### config.mk
export PLATFORM = sky130hd
export DESIGN_NAME = rhd_frame_packer
export DESIGN_NICKNAME = d
export VERILOG_FILES = /design/src/rtl/rhd_pkg.sv /design/src/rtl/rhd_slot_buffer.sv /design/src/rtl/rhd_frame_packer.sv
export SDC_FILE = /design/constraint.sdc
export NUM_CORES = 1
export LEC_CHECK = 0
export ABC_AREA = 1
export CORE_ASPECT_RATIO = 0.9
export CORE_MARGIN = 2
export CORE_UTILIZATION = 50
export CTS_CLUSTER_SIZE = 28
export DETAILED_ROUTE_END_ITERATION = 8
export HOLD_SLACK_MARGIN = 0.08
export PLACE_DENSITY = 0.79
export SETUP_SLACK_MARGIN = 0.1
export SLEW_MARGIN = 20
export SYNTH_ARGS = -nofsm -noshare
export SYNTH_HDL_FRONTEND = slang
export SYNTH_SLANG_ARGS = --single-unit
### constraint.sdc
create_clock -name clk -period 3.7 [get_ports clk]
set_input_delay 0.74 -clock clk [delete_from_list [all_inputs] [get_ports clk]]
set_output_delay 0.74 -clock clk [all_outputs]
set_load 0.02 [all_outputs]
### src/rtl/rhd_pkg.sv
// Shared constants, FSM state type and lane helper for the RHD frame packer.
package rhd_pkg;

  localparam logic [15:0] RHD_MAGIC       = 16'hA5C3;
  localparam int          RHD_FRAME_SLOTS = 35;
  localparam int          RHD_NUM_LANES   = 32;

  typedef enum logic [1:0] {
    ST_IDLE   = 2'd0,
    ST_HEADER = 2'd1,
    ST_DATA   = 2'd2
  } pack_state_e;

  // Bit offset of stream word k, which carries lane 2k in its low half and lane 2k+1 in its high half.
  function automatic int unsigned lane_pair_lsb(input int unsigned k);
    return 32 * k;
  endfunction

endpackage

### src/rtl/rhd_slot_buffer.sv
// One-deep holding register for a captured slot, with busy flag and stream-word select mux.
module rhd_slot_buffer
  import rhd_pkg::*;
#(
  parameter int NUM_LANES = RHD_NUM_LANES,
  parameter int WIDX      = 4
) (
  input  logic                    clk,
  input  logic                    rstn,
  input  logic                    load,
  input  logic                    done,
  input  logic [16*NUM_LANES-1:0] load_data,
  input  logic [7:0]              load_channel,
  input  logic [WIDX-1:0]         word_sel,
  output logic                    busy,
  output logic [7:0]              channel,
  output logic [31:0]             word
);

  logic [16*NUM_LANES-1:0] data_q;

  always_ff @(posedge clk or negedge rstn) begin
    if (!rstn) begin
      data_q  <= '0;
      channel <= '0;
      busy    <= 1'b0;
    end else begin
      if (load) begin
        data_q  <= load_data;
        channel <= load_channel;
      end
      if (load) busy <= 1'b1;
      else if (done) busy <= 1'b0;
    end
  end

  always_comb begin
    word = '0;
    for (int k = 0; k < NUM_LANES / 2; k++) begin
      if (word_sel == WIDX'(k)) word = data_q[lane_pair_lsb(k) +: 32];
    end
  end

endmodule

### src/rtl/rhd_frame_packer.sv
// Packs RHD slot captures into a 32-bit valid/ready stream: header per frame, lane pairs per slot.
// state  | meaning
// IDLE   | waiting for a slot; acceptance and channel sequencing decided here
// HEADER | presenting {MAGIC, frame_count}
// DATA   | presenting lane-pair words of the held slot
module rhd_frame_packer
  import rhd_pkg::*;
#(
  parameter int          NUM_LANES   = RHD_NUM_LANES,
  parameter int          FRAME_SLOTS = RHD_FRAME_SLOTS,
  parameter logic [15:0] MAGIC       = RHD_MAGIC
) (
  input  logic                    clk,
  input  logic                    rstn,
  input  logic                    enable,
  input  logic                    s_valid,
  input  logic [7:0]              s_channel,
  input  logic [16*NUM_LANES-1:0] s_data,
  output logic [31:0]             m_data,
  output logic                    m_valid,
  input  logic                    m_ready,
  output logic                    m_last,
  output logic                    overflow,
  output logic                    seq_error,
  input  logic                    clear_flags,
  output logic [15:0]             drop_count,
  output logic [15:0]             frame_count
);

  localparam int              WIDX      = (NUM_LANES > 2) ? $clog2(NUM_LANES / 2) : 1;
  localparam logic [WIDX-1:0] LAST_WORD = WIDX'(NUM_LANES / 2 - 1);
  localparam logic [7:0]      LAST_CH   = 8'(FRAME_SLOTS - 1);

  pack_state_e     state_q, state_d;
  logic [WIDX-1:0] widx_q, widx_d, widx_inc, word_sel;
  logic            synced_q, synced_d;
  logic [7:0]      expected_q, expected_d;
  logic [15:0]     frame_count_d;
  logic [31:0]     m_data_d;
  logic            m_valid_d, m_last_d;
  logic            load, done, busy, seq_evt, ovf_evt, drop_evt;
  logic [7:0]      buf_channel;
  logic [31:0]     buf_word;

  rhd_slot_buffer #(
    .NUM_LANES (NUM_LANES),
    .WIDX      (WIDX)
  ) u_slot_buffer (
    .clk          (clk),
    .rstn         (rstn),
    .load         (load),
    .done         (done),
    .load_data    (s_data),
    .load_channel (s_channel),
    .word_sel     (word_sel),
    .busy         (busy),
    .channel      (buf_channel),
    .word         (buf_word)
  );

  always_comb begin
    state_d       = state_q;
    widx_d        = widx_q;
    synced_d      = synced_q;
    expected_d    = expected_q;
    frame_count_d = frame_count;
    m_data_d      = m_data;
    m_valid_d     = m_valid;
    m_last_d      = m_last;
    word_sel      = widx_q;
    widx_inc      = widx_q + 1'b1;
    load          = 1'b0;
    done          = 1'b0;
    seq_evt       = 1'b0;
    case (state_q)
      ST_IDLE: begin
        if (!enable) begin
          synced_d = 1'b0;
        end else if (s_valid) begin
          seq_evt = synced_q && (s_channel != expected_q);
          // Channel 0 always (re)starts a frame; anything else needs an unbroken sequence.
          if ((s_channel == 8'd0) || (synced_q && !seq_evt)) begin
            load      = 1'b1;
            synced_d  = 1'b1;
            m_valid_d = 1'b1;
            widx_d    = '0;
            if (s_channel == 8'd0) begin
              state_d  = ST_HEADER;
              m_data_d = {MAGIC, frame_count};
              m_last_d = 1'b0;
            end else begin
              state_d  = ST_DATA;
              m_data_d = s_data[31:0];
              m_last_d = (LAST_WORD == '0) && (s_channel == LAST_CH);
            end
          end else begin
            synced_d = 1'b0;
          end
        end
      end
      ST_HEADER: begin
        if (m_ready) begin
          frame_count_d = frame_count + 16'd1;
          state_d       = ST_DATA;
          widx_d        = '0;
          word_sel      = '0;
          m_data_d      = buf_word;
          m_last_d      = (LAST_WORD == '0) && (buf_channel == LAST_CH);
        end
      end
      ST_DATA: begin
        if (m_ready) begin
          if (widx_q == LAST_WORD) begin
            done       = 1'b1;
            state_d    = ST_IDLE;
            m_valid_d  = 1'b0;
            m_last_d   = 1'b0;
            expected_d = (buf_channel == LAST_CH) ? 8'd0 : buf_channel + 8'd1;
          end else begin
            widx_d   = widx_inc;
            word_sel = widx_inc;
            m_data_d = buf_word;
            m_last_d = (widx_inc == LAST_WORD) && (buf_channel == LAST_CH);
          end
        end
      end
      default: state_d = ST_IDLE;
    endcase
  end

  always_ff @(posedge clk or negedge rstn) begin
    if (!rstn) begin
      state_q     <= ST_IDLE;
      widx_q      <= '0;
      synced_q    <= 1'b0;
      expected_q  <= '0;
      frame_count <= '0;
      m_data      <= '0;
      m_valid     <= 1'b0;
      m_last      <= 1'b0;
    end else begin
      state_q     <= state_d;
      widx_q      <= widx_d;
      synced_q    <= synced_d;
      expected_q  <= expected_d;
      frame_count <= frame_count_d;
      m_data      <= m_data_d;
      m_valid     <= m_valid_d;
      m_last      <= m_last_d;
    end
  end

  assign ovf_evt  = s_valid && busy;
  assign drop_evt = ovf_evt || seq_evt;

  // A clear coinciding with a drop leaves that drop counted but the flags low.
  always_ff @(posedge clk or negedge rstn) begin
    if (!rstn) begin
      overflow   <= 1'b0;
      seq_error  <= 1'b0;
      drop_count <= '0;
    end else if (clear_flags) begin
      overflow   <= 1'b0;
      seq_error  <= 1'b0;
      drop_count <= drop_evt ? 16'd1 : 16'd0;
    end else begin
      if (ovf_evt) overflow <= 1'b1;
      if (seq_evt) seq_error <= 1'b1;
      if (drop_evt && (drop_count != 16'hFFFF)) drop_count <= drop_count + 16'd1;
    end
  end

endmodule

# == After elaboration in Yosys (flattened, before gate mapping) ==
# Index checks and enable logic that the tools add are counted.
# totals
word_cells,148
output_inout_bits,68
reg_bits,604
in_bits,526
# op_classes
n_reduce_logical,25
eq_ne,30
mux,75
add_sub_neg,4
# ops
op,count
$mux W32,23
$pmux W32 S3,1
$eq A4 B4 Y1 const B,10
$add A16 B1 Y16 const B,2
$mux W16,2
$mux W1,30
$mux W4,6
$reduce_and A6 Y1,3
$eq A4 B3 Y1 const B,4
$ne A16 B16 Y1 const B,1
$mux W2,7
$ne A2 B2 Y1 const B,7
$pmux W4 S3,1
$reduce_bool A2 Y1,5
$add A8 B1 Y8 const B,1
$eq A4 B2 Y1 const B,2
$eq A8 B6 Y1 const B,1
$logic_not A8 Y1,1
$mux W8,1
$ne A8 B8 Y1,1
$pmux W4 S2,1
$reduce_and A7 Y1,1
$pmux W2 S3,1
$logic_and A1 B1 Y1,5
15 further kinds,17

# == Longest topological paths before layout ==
# depth
depth_word,24
mapped_depth,21
ltp_nobuf,20

# == Modules after synthesis ==
# From an unflattened synthesis, not the netlist that was laid out.
# hier_totals
hier_cells,3822
hier_area_um2,28640.0
# modules_own_cells
module,seq_area_each_um2,area_each_um2,n_inst,cells_each
rhd_slot_buffer,13037.5,23458.7,1,3115
rhd_frame_packer,2077.0,5181.2,1,707

# == Worst setup path before layout ==
# Ideal clock, no wire load.
# synth_timing
kind,input to register
startpoint,input s_channel[4]
endpoint,register u_slot_buffer.data_q[311]
arrival_time_ns,2.339
required_time_ns,3.575
path_stages,11
path_slack_ns,1.237
setup_time_ns,0.125
n_path_buf,3
path_cell_list,inv_1 or2_2 nand4_1 nor3_1 nand2_1 nand2_1 nand2_1 buf_2 clkbuf_1 buf_2 mux2_2
# synth_between
elab_chain_cells,9
# synth_rtl
item,line,rtl
"start, declared",rhd_frame_packer.sv:17,"input logic [7:0] s_channel,"
$ne A8 B8 Y1,rhd_frame_packer.sv:80,seq_evt = synced_q && (s_channel != expected_q);
$logic_and A1 B1 Y1,rhd_frame_packer.sv:80,
$logic_not A1 Y1,rhd_frame_packer.sv:82,if ((s_channel == 8'd0) || (synced_q && !seq_evt)) begin
$logic_and A1 B1 Y1,rhd_frame_packer.sv:82,
$logic_or A1 B1 Y1 (*),rhd_frame_packer.sv:82,
$mux W1 (*),rhd_frame_packer.sv:82,
$mux W1 (*),rhd_frame_packer.sv:79,end else if (s_valid) begin
$mux W1 (*),rhd_frame_packer.sv:77,if (!enable) begin
$mux W1 (*),rhd_frame_packer.sv:75,case (state_q)
"end signal, assigned",rhd_slot_buffer.sv:29,data_q <= load_data;
"end, declared",rhd_slot_buffer.sv:20,logic [16*NUM_LANES-1:0] data_q;
# Mark *: on every way between the ends. The rest lies on a longest branch, timed or not.
# A chain may end at the register's enable or synchronous reset.

# == Worst setup path after layout ==
# layout_timing
startpoint,register state_q[0]
endpoint,register m_data[21]
# layout_between
elab_chain_cells,22
# layout_rtl
item,line,rtl
"start, declared",rhd_frame_packer.sv:34,"pack_state_e state_q, state_d;"
"start signal, assigned",rhd_frame_packer.sv:142,state_q <= state_d;
$eq A2 B2 Y1 or $eq A2 B1 Y1 (tied branches),rhd_frame_packer.sv:75,
$pmux W4 S2,rhd_frame_packer.sv:75,
$logic_not A4 Y1,rhd_slot_buffer.sv:40,if (word_sel == WIDX'(k)) word = data_q[lane_pair_lsb(k) +: 32];
$mux W32 (16 in series),rhd_slot_buffer.sv:40,
$mux W32,rhd_frame_packer.sv:113,if (widx_q == LAST_WORD) begin
$mux W32,rhd_frame_packer.sv:112,if (m_ready) begin
$pmux W32 S3,rhd_frame_packer.sv:75,
"end signal, assigned",rhd_frame_packer.sv:147,m_data <= m_data_d;
"end, declared",rhd_frame_packer.sv:19,"output logic [31:0] m_data,"
# Parallel ways exist; a longest one is shown, timed or not. The select of a mux whose other input is x is not followed.

==> flow_summary_export.csv <==
group,metric,value,unit
status,outcome,"finished, final reports clean",
synth,ys.flop_type,"dfrtp_1",
timing,timing.hold.ws,0.1063,ns
synth,ys_types,44,
floorplanning,placementRows,82,
finish,stdcell_area,38220,µm²
timing,tightestPinTransition,0.7551,ns
pwr,p_per_area,537.3,nW/µm²
synth,synth_edf_count,0,
synth,syn-instance-count,2899,
drt,met3_length,9819,µm
pwr,ir_drop,446.5,µV
clock_tree,cts_max_level,2,
synth,synth_top_area_share,54.01,%
grt,first_global_vias,23720,
critical_path,worstPathCellList,"inv_2, ha_4, nand4_1, nand3_1, nand3_2, nand2_4, buf_12, nor2_4, buf_8, buf_4, nand3_1, nand3_1, nor2_1, nand4_1, nand2_1, nand4_1, nor2_1, nand4_1, nand2_2, a21boi_1",
drt,route.met2.wl,46960,µm
clock_tree,cts.clk_slew.worst_paths,0.07,ns
timing,hold_viol_final,0,
placement,dpl.hpwl,80300,µm
critical_path,crit_arrival,4.04,ns
synth,netlist_area,27980,µm²
synth,yosysTopAreaCell,"dfrtp_1",
timing,skew,0.04092,ns
placement,place_ws,-0.3874,ns
drt,via_per_inst,5.577,
drt,drtAntennaViolNets,0,
timing,drv_slew,0,
clock_tree,hold_buffers,0,
finish,synthToLayoutAreaGrowth,36.59,%
timing,relSlewSlack,49.61,%
critical_path,cp.required,4.20,ns
pwr,leakagePower,0.01904,µW
critical_path,r2r_cells,20,
finish,drive_above_1_share,19.35,%
clock_tree,cts_buffers,59,
synth,postSynth.asyncResetShare,100.0,%
critical_path,r2r_start,"state_q[0]",
clock_tree,tritoncts,"done",
timing,timing.final.ws_setup,0.1595,ns
drt,first_iter_violations,2705,
synth,syn_nets,3435,
floorplanning,die_area,57880,µm²
critical_path,cp_max_fo,9,
critical_path,start_kind,"register",
critical_path,path_common_cell,"nand4_1",
placement,place.gp.congestion,0.9749,
grt,grt_pass1_wl,150100,µm
drt,drcViolationCount,0,
drt,vias,24490,
clock_tree,cts-root-buf,"clkbuf_16",
floorplanning,io-pin-count,594,
clock_tree,cts_sinks,604,
critical_path,cp_slowest_cell,"dfrtp_1",
floorplanning,start_util,50.42,%
critical_path,crit_start,"state_q[0]",
synth,synth-seq-area-share,54.01,%
grt,grt.overflow.total,0,
synth,ys_ff_latch,604,
synth,synthTopCellsByCount,"604 x dfrtp_1, 471 x nand2_1, 372 x mux2_2, 342 x nor2_1, 265 x inv_1",
critical_path,path_class,"reg -> reg",
synth,yosysWarnings,0,
drt,wl,103300,µm
timing,rsz0062_at_grt,"true",
grt,antenna_found_initial,13,
placement,port_buffers,593,
placement,placed_area,35920,µm²
drt,highest-signal-layer,"met5",
timing,finalCriticalPeriod,3.540,ns
finish,n_fill_cell,4250,
drt,firstDrtPassIters,6,
synth,ys_top_cells_by_area,"dfrtp_1 54%, mux2_2 15%, nand2_1 6.3%",
job,cap_viol_max_count,0,
floorplanning,fp.dieW,253.4,µm
finish,fin_nets,4108,
clock_tree,cts.path.max_buffers,3,
synth,synth.avg_cell_area,9.653,µm²
timing,timing.fmax,0.2824,GHz
grt,grt_max_degree,90,
drt,routedWlPerCell,23.52,µm
hold_path,holdCritPathClass,"in -> async",
floorplanning,die_y,228.4,µm
drt,wl_met1,41410,µm
critical_path,cp-end-kind,"register",
clock_tree,clock_latency,0.65,ns
timing,setup_viol,0,
critical_path,r2r_slack,0.16,ns
floorplanning,core_area,55510,µm²
timing,final.period_utilization,95.69,%
critical_path,rr_endpoint,"m_data[21]",
critical_path,cpPeakStageDelay,0.43,ns
grt,grt_use_total,35.25,%
synth,synth.most_common_cell,"dfrtp_1",
logic make-up (layout without fill, tap and decap cells):
group           Yosys count  count (layout)  synth area share [%]
compound gates          343             343                 6.438
xor+xnor                 26              26                0.8137
fa+ha+maj                10              10                0.4471
buf+inv                 432            1156                 6.210
flops                   604             604                 54.01
mux                     372             372                 14.97
other cells               0              12                     0
simple gates           1112            1112                 17.11
per-stage QoR:
step,setup TNS [ns],util [%],total power (µW),cells
global route,0,68.85,21250,4389
global placement,-4.346,64.72,13770,4258
CTS,0,68.46,20230,4370
finish,0,68.86,20540,4391
detailed placement,-5.252,64.72,13820,4258
floorplan,0,-,10140,2899
cell type report:
type	count	area [µm²]	area share, %
Sequential cell	604	15120	39.55
Antenna cell	12	30.03	0.07856
Timing Repair Buffer	769	7777	20.35
Multi-Input combinational cell	1863	11240	29.42
Clock inverter	24	326.6	0.8544
Tap cell	756	945.9	2.475
Clock buffer	88	1747	4.570
Inverter	275	1037	2.714
flip-flops by register name, summed over array words and instances (netlist names):
| signal | count |
|---|---|
| u_slot_buffer.channel | 8 |
| overflow | 1 |
| state_q | 2 |
| expected_q | 8 |
| m_valid | 1 |
| synced_q | 1 |
| drop_count | 16 |
| u_slot_buffer.busy | 1 |
| m_data | 32 |
| widx_q | 4 |
| frame_count | 16 |
| m_last | 1 |
| u_slot_buffer.data_q | 512 |
| seq_error | 1 |
worst max path at each step:
| stage | slack, ns | endpoint |
|---|---|---|
| after floorplan | 1.24 | u_slot_buffer.data_q[311] |
| after global placement | -0.36 | m_data[28] |
| after detailed placement | -0.39 | m_data[28] |
| after CTS | 0.11 | m_data[12] |
| after global routing | 0.09 | m_data[12] |
| final | 0.16 | m_data[21] |
per-layer routing:
layer / vias up / global-route usage (%)
met3: 232 / 7.323
met4: 4 / 16.03
met1: 11990 / 48.03
met5: - / 0
met2: 1359 / 54.33
li1: 10900 / -
timing repair:
| item | in CTS | in global routing |
|---|---|---|
| cloned | 0 | 1 |
| gates resized for setup | 1 | 28 |
| pin swaps | 0 | 24 |
| setup endpoints to repair | 1 | 21 |
| setup buffers | 0 | 8 |
where the power goes:
group / total, µW / internal, µW / switching, µW
registers: 7220 / 6950 / 262
clock network: 6420 / 3700 / 2720
logic: 6900 / 2800 / 4100
total: 20500 / 13500 / 7080
worst max-delay path: cells and delay by family (launching register included):
family	cells	cell delay (ns)
and+or+nand+nor	14	2.27
AOI/OAI and AO/OA	1	0.07
buffers and inverters	4	0.52
DFF	1	0.43
adders and majority gates	1	0.15
cell usage in the layout (no fill, tap or decap), drive strengths merged, types with 2 or more instances in the layout:
| cell | count |
|---|---|
| a211oi | 3 |
| a21boi | 22 |
| a21oi | 215 |
| a31oi | 2 |
| buf | 176 |
| bufinv | 6 |
| clkbuf | 89 |
| clkdlybuf4s50 | 592 |
| clkinv | 13 |
| clkinvlp | 5 |
| dfrtp | 604 |
| diode | 12 |
| ha | 10 |
| inv | 275 |
| mux2 | 372 |
| nand2 | 479 |
| nand3 | 146 |
| nand3b | 7 |
| nand4 | 110 |
| nor2 | 349 |
| nor3 | 14 |
| o21ai | 95 |
| or2 | 3 |
| xnor2 | 15 |
| xor2 | 11 |
Power figures use the tool's default switching activity.
